**src/rtl/sipm_readout_scheduler.sv**
```systemverilog
// Round-robin readout scheduler for an array of single-SiPM reader channels.
// Grants one pending channel at a time, emits {channel, timestamp, height} on a
// valid/ready stream, then pulses that channel's clear and re-arms it.
// Ports: clk, rst_n (async active-low), enable, ch_mask, force_clear,
//   ch_timestamp/ch_height (packed, ch0 in LSBs), ch_clear, out_valid,
//   out_ready, out_channel, out_timestamp, out_height, busy.
// Optional: define SIPM_SCHED_EVENT_COUNT_EN to add a saturating 32-bit
//   event_count output (accepted words).
module sipm_readout_scheduler #(
  parameter int N_CH          = 4,
  parameter int TIMESTAMP_LEN = 40,
  parameter int CLEAR_CYCLES  = 2,
  localparam int CH_W         = $clog2(N_CH)
) (
  input  logic                          clk,
  input  logic                          rst_n,
  input  logic                          enable,
  input  logic [N_CH-1:0]               ch_mask,
  input  logic                          force_clear,
  input  logic [N_CH*TIMESTAMP_LEN-1:0] ch_timestamp,
  input  logic [N_CH*2-1:0]             ch_height,
  output logic [N_CH-1:0]               ch_clear,
  output logic                          out_valid,
  input  logic                          out_ready,
  output logic [CH_W-1:0]               out_channel,
  output logic [TIMESTAMP_LEN-1:0]      out_timestamp,
  output logic [1:0]                    out_height,
  output logic                          busy
`ifdef SIPM_SCHED_EVENT_COUNT_EN
  ,
  output logic [31:0]                   event_count
`endif
);

  localparam int CNT_W = $clog2(CLEAR_CYCLES) + 1;

  typedef enum logic [2:0] {
    S_INIT,
    S_IDLE,
    S_EMIT,
    S_CLEAR_ONE,
    S_CLEAR_ALL,
    S_SETTLE
  } state_t;

  state_t state, state_n;

  logic [CNT_W-1:0]         cnt;
  logic                     cnt_last;
  logic [CH_W-1:0]          rr_ptr;
  logic [N_CH-1:0]          pending;
  logic [CH_W-1:0]          pick;
  logic                     found;
  logic [CH_W:0]            sum;

  logic [TIMESTAMP_LEN-1:0] ts_arr [N_CH];
  logic [1:0]               ht_arr [N_CH];

  for (genvar g = 0; g < N_CH; g++) begin : g_unpack
    assign ts_arr[g] = ch_timestamp[g*TIMESTAMP_LEN +: TIMESTAMP_LEN];
    assign ht_arr[g] = ch_height[g*2 +: 2];
  end

  always_comb begin
    pending = '0;
    for (int i = 0; i < N_CH; i++) begin
      pending[i] = (ht_arr[i] != 2'b00) & ~ch_mask[i];
    end
  end

  // First pending index at or after rr_ptr, wrapping modulo N_CH.
  always_comb begin
    found = 1'b0;
    pick  = '0;
    sum   = '0;
    for (int k = 0; k < N_CH; k++) begin
      sum = {1'b0, rr_ptr} + (CH_W+1)'(k);
      if (sum >= (CH_W+1)'(N_CH)) begin
        sum = sum - (CH_W+1)'(N_CH);
      end
      if (!found && pending[sum[CH_W-1:0]]) begin
        found = 1'b1;
        pick  = sum[CH_W-1:0];
      end
    end
  end

  assign cnt_last = (cnt == CNT_W'(CLEAR_CYCLES - 1));

  always_comb begin
    state_n = state;
    unique case (state)
      S_INIT,
      S_CLEAR_ALL,
      S_CLEAR_ONE: if (cnt_last) state_n = S_SETTLE;
      S_IDLE: begin
        if (force_clear) begin
          state_n = S_CLEAR_ALL;
        end else if (enable && found) begin
          state_n = S_EMIT;
        end
      end
      S_EMIT:   if (out_ready) state_n = S_CLEAR_ONE;
      S_SETTLE: state_n = force_clear ? S_CLEAR_ALL : S_IDLE;
      default:  state_n = S_INIT;
    endcase
  end

  always_ff @(posedge clk or negedge rst_n) begin
    if (!rst_n) begin
      state <= S_INIT;
      cnt   <= '0;
    end else begin
      state <= state_n;
      if (state_n != state) begin
        cnt <= '0;
      end else if (!cnt_last) begin
        cnt <= cnt + CNT_W'(1);
      end
    end
  end

  always_ff @(posedge clk or negedge rst_n) begin
    if (!rst_n) begin
      out_channel   <= '0;
      out_timestamp <= '0;
      out_height    <= '0;
      rr_ptr        <= '0;
    end else begin
      if (state == S_IDLE && state_n == S_EMIT) begin
        out_channel   <= pick;
        out_timestamp <= ts_arr[pick];
        out_height    <= ht_arr[pick];
      end
      if (state == S_EMIT && out_ready) begin
        rr_ptr <= (out_channel == CH_W'(N_CH - 1)) ? '0
                : out_channel + CH_W'(1);
      end
    end
  end

  always_comb begin
    ch_clear = '0;
    unique case (state)
      S_INIT,
      S_CLEAR_ALL: ch_clear = '1;
      S_CLEAR_ONE: ch_clear[out_channel] = 1'b1;
      default:     ch_clear = '0;
    endcase
  end

  assign out_valid = (state == S_EMIT);
  assign busy      = (state != S_IDLE);

`ifdef SIPM_SCHED_EVENT_COUNT_EN
  always_ff @(posedge clk or negedge rst_n) begin
    if (!rst_n) begin
      event_count <= '0;
    end else if (out_valid && out_ready && event_count != 32'hFFFF_FFFF) begin
      event_count <= event_count + 32'd1;
    end
  end
`endif

endmodule

```
**config.mk**
```make
export PLATFORM = sky130hd
export DESIGN_NAME = sipm_readout_scheduler
export DESIGN_NICKNAME = d
export VERILOG_FILES = /design/src/rtl/sipm_readout_scheduler.sv
export SDC_FILE = /design/constraint.sdc
export NUM_CORES = 1
export LEC_CHECK = 0
export CORE_AREA = 10 10 109 111
export CTS_CLUSTER_DIAMETER = 120
export DETAILED_ROUTE_END_ITERATION = 7
export DIE_AREA = 0 0 119 121
export PLACE_DENSITY = 0.88
export SKIP_LAST_GASP = 1
export SLEW_MARGIN = 25
export SYNTH_ARGS = -nofsm -noshare
export SYNTH_HDL_FRONTEND = slang
export SYNTH_SLANG_ARGS = --single-unit
export TNS_END_PERCENT = 5
```
**constraint.sdc**
```tcl
create_clock -name clk -period 2.36 [get_ports clk]
set_input_delay 0.354 -clock clk [delete_from_list [all_inputs] [get_ports clk]]
set_output_delay 0.354 -clock clk [all_outputs]
set_load 0.02 [all_outputs]
```
# --- Yosys cells after proc, flatten, opt, wreduce, memory -nomap -nowiden ---
# Cells that the tools add are included.
totals:
  input_bits: 177
  reg_bits: 51
  wordCells: 101
op_classes:
  eq_ne: 11
  muxes: 38
  n_reduce_logical: 17
  n_addsub: 9
  n_lt_le_gt_ge: 11
  bitwise: 9
op_table:
  columns: ["op", "n"]
  rows:
  - ["binary-select mux 40 bit (select 2 bit)", 1]
  - ["two-way mux 40 bit", 2]
  - ["two-way mux 2 bit", 13]
  - ["less-than comparator 2 x 3 -> 1 bit (second input constant)", 5]
  - ["two-way mux 3 bit", 5]
  - [">= comparator 3 bit (second input constant)", 4]
  - ["case mux 3 bit (4 select lines)", 1]
  - ["equality test 3 x 2 -> 1 bit (second input constant)", 3]
  - ["two-way mux 1 bit", 9]
  - ["binary-select mux 1 bit (select 2 bit)", 4]
  - ["case mux 4 bit (2 select lines)", 1]
  - ["nonzero test 2 bit", 4]
  - ["subtractor 2 x 1 -> 2 bit (second input constant)", 4]
  - ["logical AND 1 bit", 7]
  - ["adder 2 x 2 -> 3 bit (second input constant)", 2]
  - ["equality test 3 bit (second input constant)", 2]
  - ["adder 2 x 1 -> 2 bit (second input constant)", 2]
  - ["AND 1 bit", 4]
  - ["binary-select mux 2 bit (select 2 bit)", 1]
  - ["inverter 1 bit", 4]
  - ["adder 2 x 1 -> 3 bit (second input constant)", 1]
  - ["equality test 3 x 1 -> 1 bit (second input constant)", 1]
  - [">= comparator 2 x 3 -> 1 bit (second input constant)", 1]
  - ["zero test 1 bit", 3]
  - ["other kinds (11)", 11]

# --- Logic depth before layout (Yosys ltp) ---
logic_depth:
  word_depth: 20
  ltp_mapped: 9
  mapped_depth_nobuf: 7

# --- Worst setup path before layout ---
# No wires, ideal clock.
synth_path:
  path_kind: "input-to-reg"
  startpoint: "input ch_mask[2]"
  endpoint: "register out_timestamp[27]"
  path_stages: 8
  setup_slack_ns: 0.443
  path_buffers: 2
  arrival_ns: 1.776
  path_cell_list: "o21bai_2 > or3_1 > o211ai_2 > buf_8 > buf_12 > mux2i_1 > a2bb2oi_1 > a31oi_1"
synth_via:
  elab_chain_cells: 20
  word_cells_on_any_way: 34
synth_rtl:
  columns: ["item", "line_no", "text"]
  rows:
  - ["from (decl)", "18", "input logic [N_CH-1:0] ch_mask,"]
  - ["inverter 1 bit *", "67", "pending[i] = (ht_arr[i] != 2'b00) & ~ch_mask[i];"]
  - ["AND 1 bit *", "67", null]
  - ["binary-select mux 1 bit (select 2 bit)", "81", "if (!found && pending[sum[CH_W-1:0]]) begin"]
  - ["two-way mux 1 bit (not written as such)", "81", null]
  - ["two-way mux 1 bit", "81", null]
  - ["zero test 1 bit", "81", null]
  - ["logical AND 1 bit", "81", null]
  - ["two-way mux 1 bit", "81", null]
  - ["[4 not listed]", null, null]
  - ["logical AND 1 bit", "81", null]
  - ["two-way mux 1 bit", "81", null]
  - ["logical AND 1 bit", "99", "end else if (enable && found) begin"]
  - ["two-way mux 3 bit", "99", null]
  - ["two-way mux 3 bit", "97", "if (force_clear) begin"]
  - ["case mux 3 bit (4 select lines)", "92", "unique case (state)"]
  - ["equality test 3 x 2 -> 1 bit", "130", "if (state == S_IDLE && state_n == S_EMIT) begin"]
  - ["logical AND 1 bit", "130", null]
  - ["to (signal assigned)", "132", "out_timestamp <= ts_arr[pick];"]
  - ["to (decl)", "26", "output logic [TIMESTAMP_LEN-1:0] out_timestamp,"]
# Mark *: on every way between the ends. The rest lies on a longest branch, timed or not. The select of a mux whose other input is x is not followed.
# A chain may end at the register's enable or synchronous reset.

# --- Final worst setup path ---
layout_path:
  startpoint: "register state[2]"
  endpoint: "output ch_clear[1]"
layout_via:
  elab_chain_cells: 3
  word_cells_on_any_way: 5
layout_rtl:
  columns: ["item", "line_no", "text"]
  rows:
  - ["from (decl)", "46", "state_t state, state_n;"]
  - ["from (signal assigned)", "114", "state <= state_n;"]
  - ["equality test 3 bit or zero test 3 bit (tied branches)", "144", "unique case (state)"]
  - ["OR reduction 2 bit", "144", null]
  - ["case mux 4 bit (2 select lines) *", "144", null]
  - ["to (decl)", "22", "output logic [N_CH-1:0] ch_clear,"]
# Mark *: on every way between the ends. The rest lies on a longest branch, timed or not.

==> key figures <==
Outcome
  • Outcome: completed

Timing
  • Setup slack after layout: about 21 ps
  • Period utilization: just under 100%
  • Endpoints failing setup: 0
  • Worst Skew: 8.38 ps
  • Worst relative slew slack: 57.8%
  • Final hold violation count: 0
  • Upper clock frequency limit: around 430 MHz
  • Setup repair after global routing missed its margin: yes
  • Final max-slew violation count: 0
  • Final hold slack: between 50 and 60 ps
  • TNS Setup: 0 ps
  • Slew of the pin with the lowest slew margin: about 630 ps
  • Shortest period the worst path allows: 2340 ps

Synthesis
  • Fraction of the mapped netlist area in adder cells: 1.77%
  • Number of synthesis warnings: 0
  • Synth Area per Inst: approximately 9.4 um^2
  • Unique cell type count in the Yosys netlist: 39
  • Simple-Gate Fraction of Synth Area: a little under a tenth
  • Post-synthesis share of cell area spent on xor and xnor gates: less than 1%
  • Post-Synthesis Net Count: between 500 and 600
  • Post-synthesis compound-gate area fraction: about a third
  • Mux cell area share after synthesis: between 10% and 20%
  • Synth Register Bits: slightly above 50
  • Largest family of logic cells by synthesized area: compound AO/OA/AOI/OAI gates
  • Fraction of the yosys area taken by sequential cells: 36.1%
  • Post-synthesis instance area: 3540 um^2
  • Cell count after synthesis: 376

Detailed routing
  • Post-route antenna net violation count: 0
  • Total via count after detailed routing: between 4000 and 5000
  • Wire length per cell after detailed routing: roughly 20 um
  • Vias per std cell: around 5.5
  • First-pass iteration count of the detailed router: 4
  • Count of routing violations after the opening detailed-route iteration: ~260
  • Remaining design rule violation count: 0
  • Drt total wl: between 10000 and 15000 um

Clock tree
  • Clock tree from TritonCTS: done
  • Number of buffers on the longest clock path: 2
  • Inserted Clock Buffers: 5
  • Clock insertion delay at the later pin of the skew report: roughly 300 ps
  • Number of clock sinks: approximately 50
  • H-tree levels: 2
  • Number of buffers added to fix hold violations after cts: 0
  • Root Buffer: sky130_fd_sc_hd__clkbuf_8
  • Clock-pin transition on the worst setup and hold timing paths: about 100 ps

Critical path
  • Data arrival time of the worst path: roughly 2000 ps
  • Worst-case reg-to-reg path depth: 7
  • Critical path launch point: state[2]$_DFF_PN0_
  • Startpoint type of the worst setup path: flip-flop
  • Crit-path max FO: 7
  • Terminus of the critical flop-to-flop path: out_timestamp[33]$_DFFE_PN0P_
  • Destination of the critical timing path: ch_clear[1]
  • Class of the most critical setup path: reg -> out
  • Reg-to-reg startpoint: rr_ptr[1]$_DFFE_PN0P_
  • Critical Path RT: between 2000 and 2500 ps
  • Kind of end point of the critical path: output pin
  • Reg-to-reg setup timing slack: roughly 270 ps

Die
  • Width of the die: around 120 um
  • Number of cell rows: 36
  • Height of the die: 121 um
  • Core area: 9640 um^2
  • Number of ports placed on the die boundary: ~230
  • Overall die area: roughly 14000 um^2
  • Starting density of the core: 36.7%

Hold path
  • Class of the tightest hold or removal check: in -> async

Placed design
  • DP Worst Slack: -279 ps
  • HPWL after detailed placement: 11900 um
  • GP Congestion: about 0.86
  • Count of buffers from port buffering: ~230

Cells and area
  • Antenna Cells: 0
  • Layout overhead on the synthesized area: 74.4%
  • Number of inserted filler cells in the final layout: 799
  • Most common cell after layout, fill and taps aside: sky130_fd_sc_hd__clkdlybuf4s50_1
  • Final Net Count: 780
  • Commonest cells after routing, fill and taps aside: 225 x sky130_fd_sc_hd__clkdlybuf4s50_1, 50 x sky130_fd_sc_hd__dfrtp_1, 47 x sky130_fd_sc_hd__nor2_1
  • Share of final-layout standard cells stronger than drive strength 1: between 7 and 8%
  • Post-layout util: 64.0%

Run
  • Max-cap viol count: 0

Pwr
  • Total power divided by cell area: about 980 nW/um^2
  • Worst VDD drop: ~0.00038 V
  • Static leakage: approximately 2.5 nW

Global route
  • Aggregate global-route resource usage: between 10% and 20%
  • Antenna violations before repair: 0
  • Vias in the first global route: about 4400
  • Largest net degree at the start of global routing: 43
  • Global-route wire length before repair: between 20000 and 25000 um
  • Final global-route overflow total: 0
[how the worst min path moves through the flow]
stage / startpoint / endpoint / slack [ps] / depth (start not counted)
2_1_floorplan: rst_n / cnt[0]$_DFFE_PN0P_ / 60 / 0
3_3_place_gp: rst_n / out_timestamp[0]$_DFFE_PN0P_ / 400 / 1
3_5_place_dp: rst_n / out_timestamp[0]$_DFFE_PN0P_ / 420 / 1
4_1_cts: rst_n / out_timestamp[0]$_DFFE_PN0P_ / 70 / 1
5_1_grt: rst_n / out_timestamp[3]$_DFFE_PN0P_ / 100 / 1
6_report: rst_n / out_timestamp[0]$_DFFE_PN0P_ / 50 / 1
[flip-flops by register name (all words and copies together) (netlist names)]
signal	count
cnt	2
out_channel	2
out_height	2
out_timestamp	40
rr_ptr	2
state	3
[cell usage after synthesis (all sizes together)]
library cell / instances / area, um^2
a211oi: 4 / 30.0
a21o: 4 / 30.0
a21oi: 4 / 20.0
a22oi: 2 / 15.0
a2bb2oi: 41 / 359
a31oi: 40 / 250
a41oi: 1 / 8.76
and2: 5 / 31.3
buf: 18 / 151
clkbuf: 16 / 60.1
dfrtp: 51 / 1280
ha: 5 / 62.6
inv: 8 / 30.0
mux2: 3 / 33.8
mux2i: 40 / 400
nand2: 11 / 41.3
nand2b: 3 / 18.8
nand3b: 1 / 7.51
nor2: 47 / 176
nor2b: 3 / 18.8
nor3b: 2 / 15.0
o211ai: 43 / 328
o21ai: 10 / 50.1
o21ba: 2 / 20.0
o21bai: 4 / 33.8
o221a: 2 / 22.5
o22a: 1 / 8.76
o31ai: 1 / 7.51
or3: 1 / 6.26
or3b: 1 / 8.76
xnor2: 1 / 8.76
xor2: 1 / 8.76
[logic make-up after synthesis]
family	Yosys count
multiplexers	43
flip-flops	51
XOR/XNOR	2
adder cells (fa/ha/maj)	5
buffers and inverters	42
AND/OR/NAND/NOR	74
AO/OA/AOI/OAI	159
[critical path: stages, from the launching register on]
cell and delay, ps:
sky130_fd_sc_hd__dfrtp_1 470, sky130_fd_sc_hd__nor2b_2 200, sky130_fd_sc_hd__and2_1 250, sky130_fd_sc_hd__a21o_1 150, sky130_fd_sc_hd__clkdlybuf4s50_1 610
[layer usage]
layer / share of wire, % / wire length, um / track usage [%]
met3: 12 / 1770 / 9.77
met5: 0 / 0 / 0
met2: 49 / 7170 / 33.4
met1: 38 / 5520 / 20.7
met4: 1.7 / 245 / 4.35
[report_power, final]
part / internal, mW / switching (mW)
Combinational: 1.99 / 1.87
Sequential: 1.31 / 0.297
Clock: 0.269 / 0.298
Total: 3.57 / 2.46
[repair_timing]
item / 4_1_cts / 5_1_grt
gates resized for setup: 2 / 1
setup buffers: 0 / 3
pin swaps: 0 / 1
setup endpoints to repair: 4 / 9
gates cloned: 0 / 1
[area by class of cell]
class | count | area [um^2] | area share [%]
tap | 133 | 166 | 2.70
sequential | 51 | 1280 | 20.7
multi-input combinational | 283 | 2050 | 33.2
clock buffer | 8 | 100 | 1.62
inverter | 8 | 30.0 | 0.486
timing repair buffer | 249 | 2550 | 41.3
[per-stage QoR]
stage          total power, mW  cell area, um^2  std cells
2_1_floorplan             3.75             3540        376
5_1_grt                   6.45             6170        732
6_report                  6.03             6170        732
4_1_cts                   6.03             6120        728
3_5_place_dp              5.45             6020        720
3_3_place_gp              5.30             6020        720
Power figures use the tool's default switching activity.
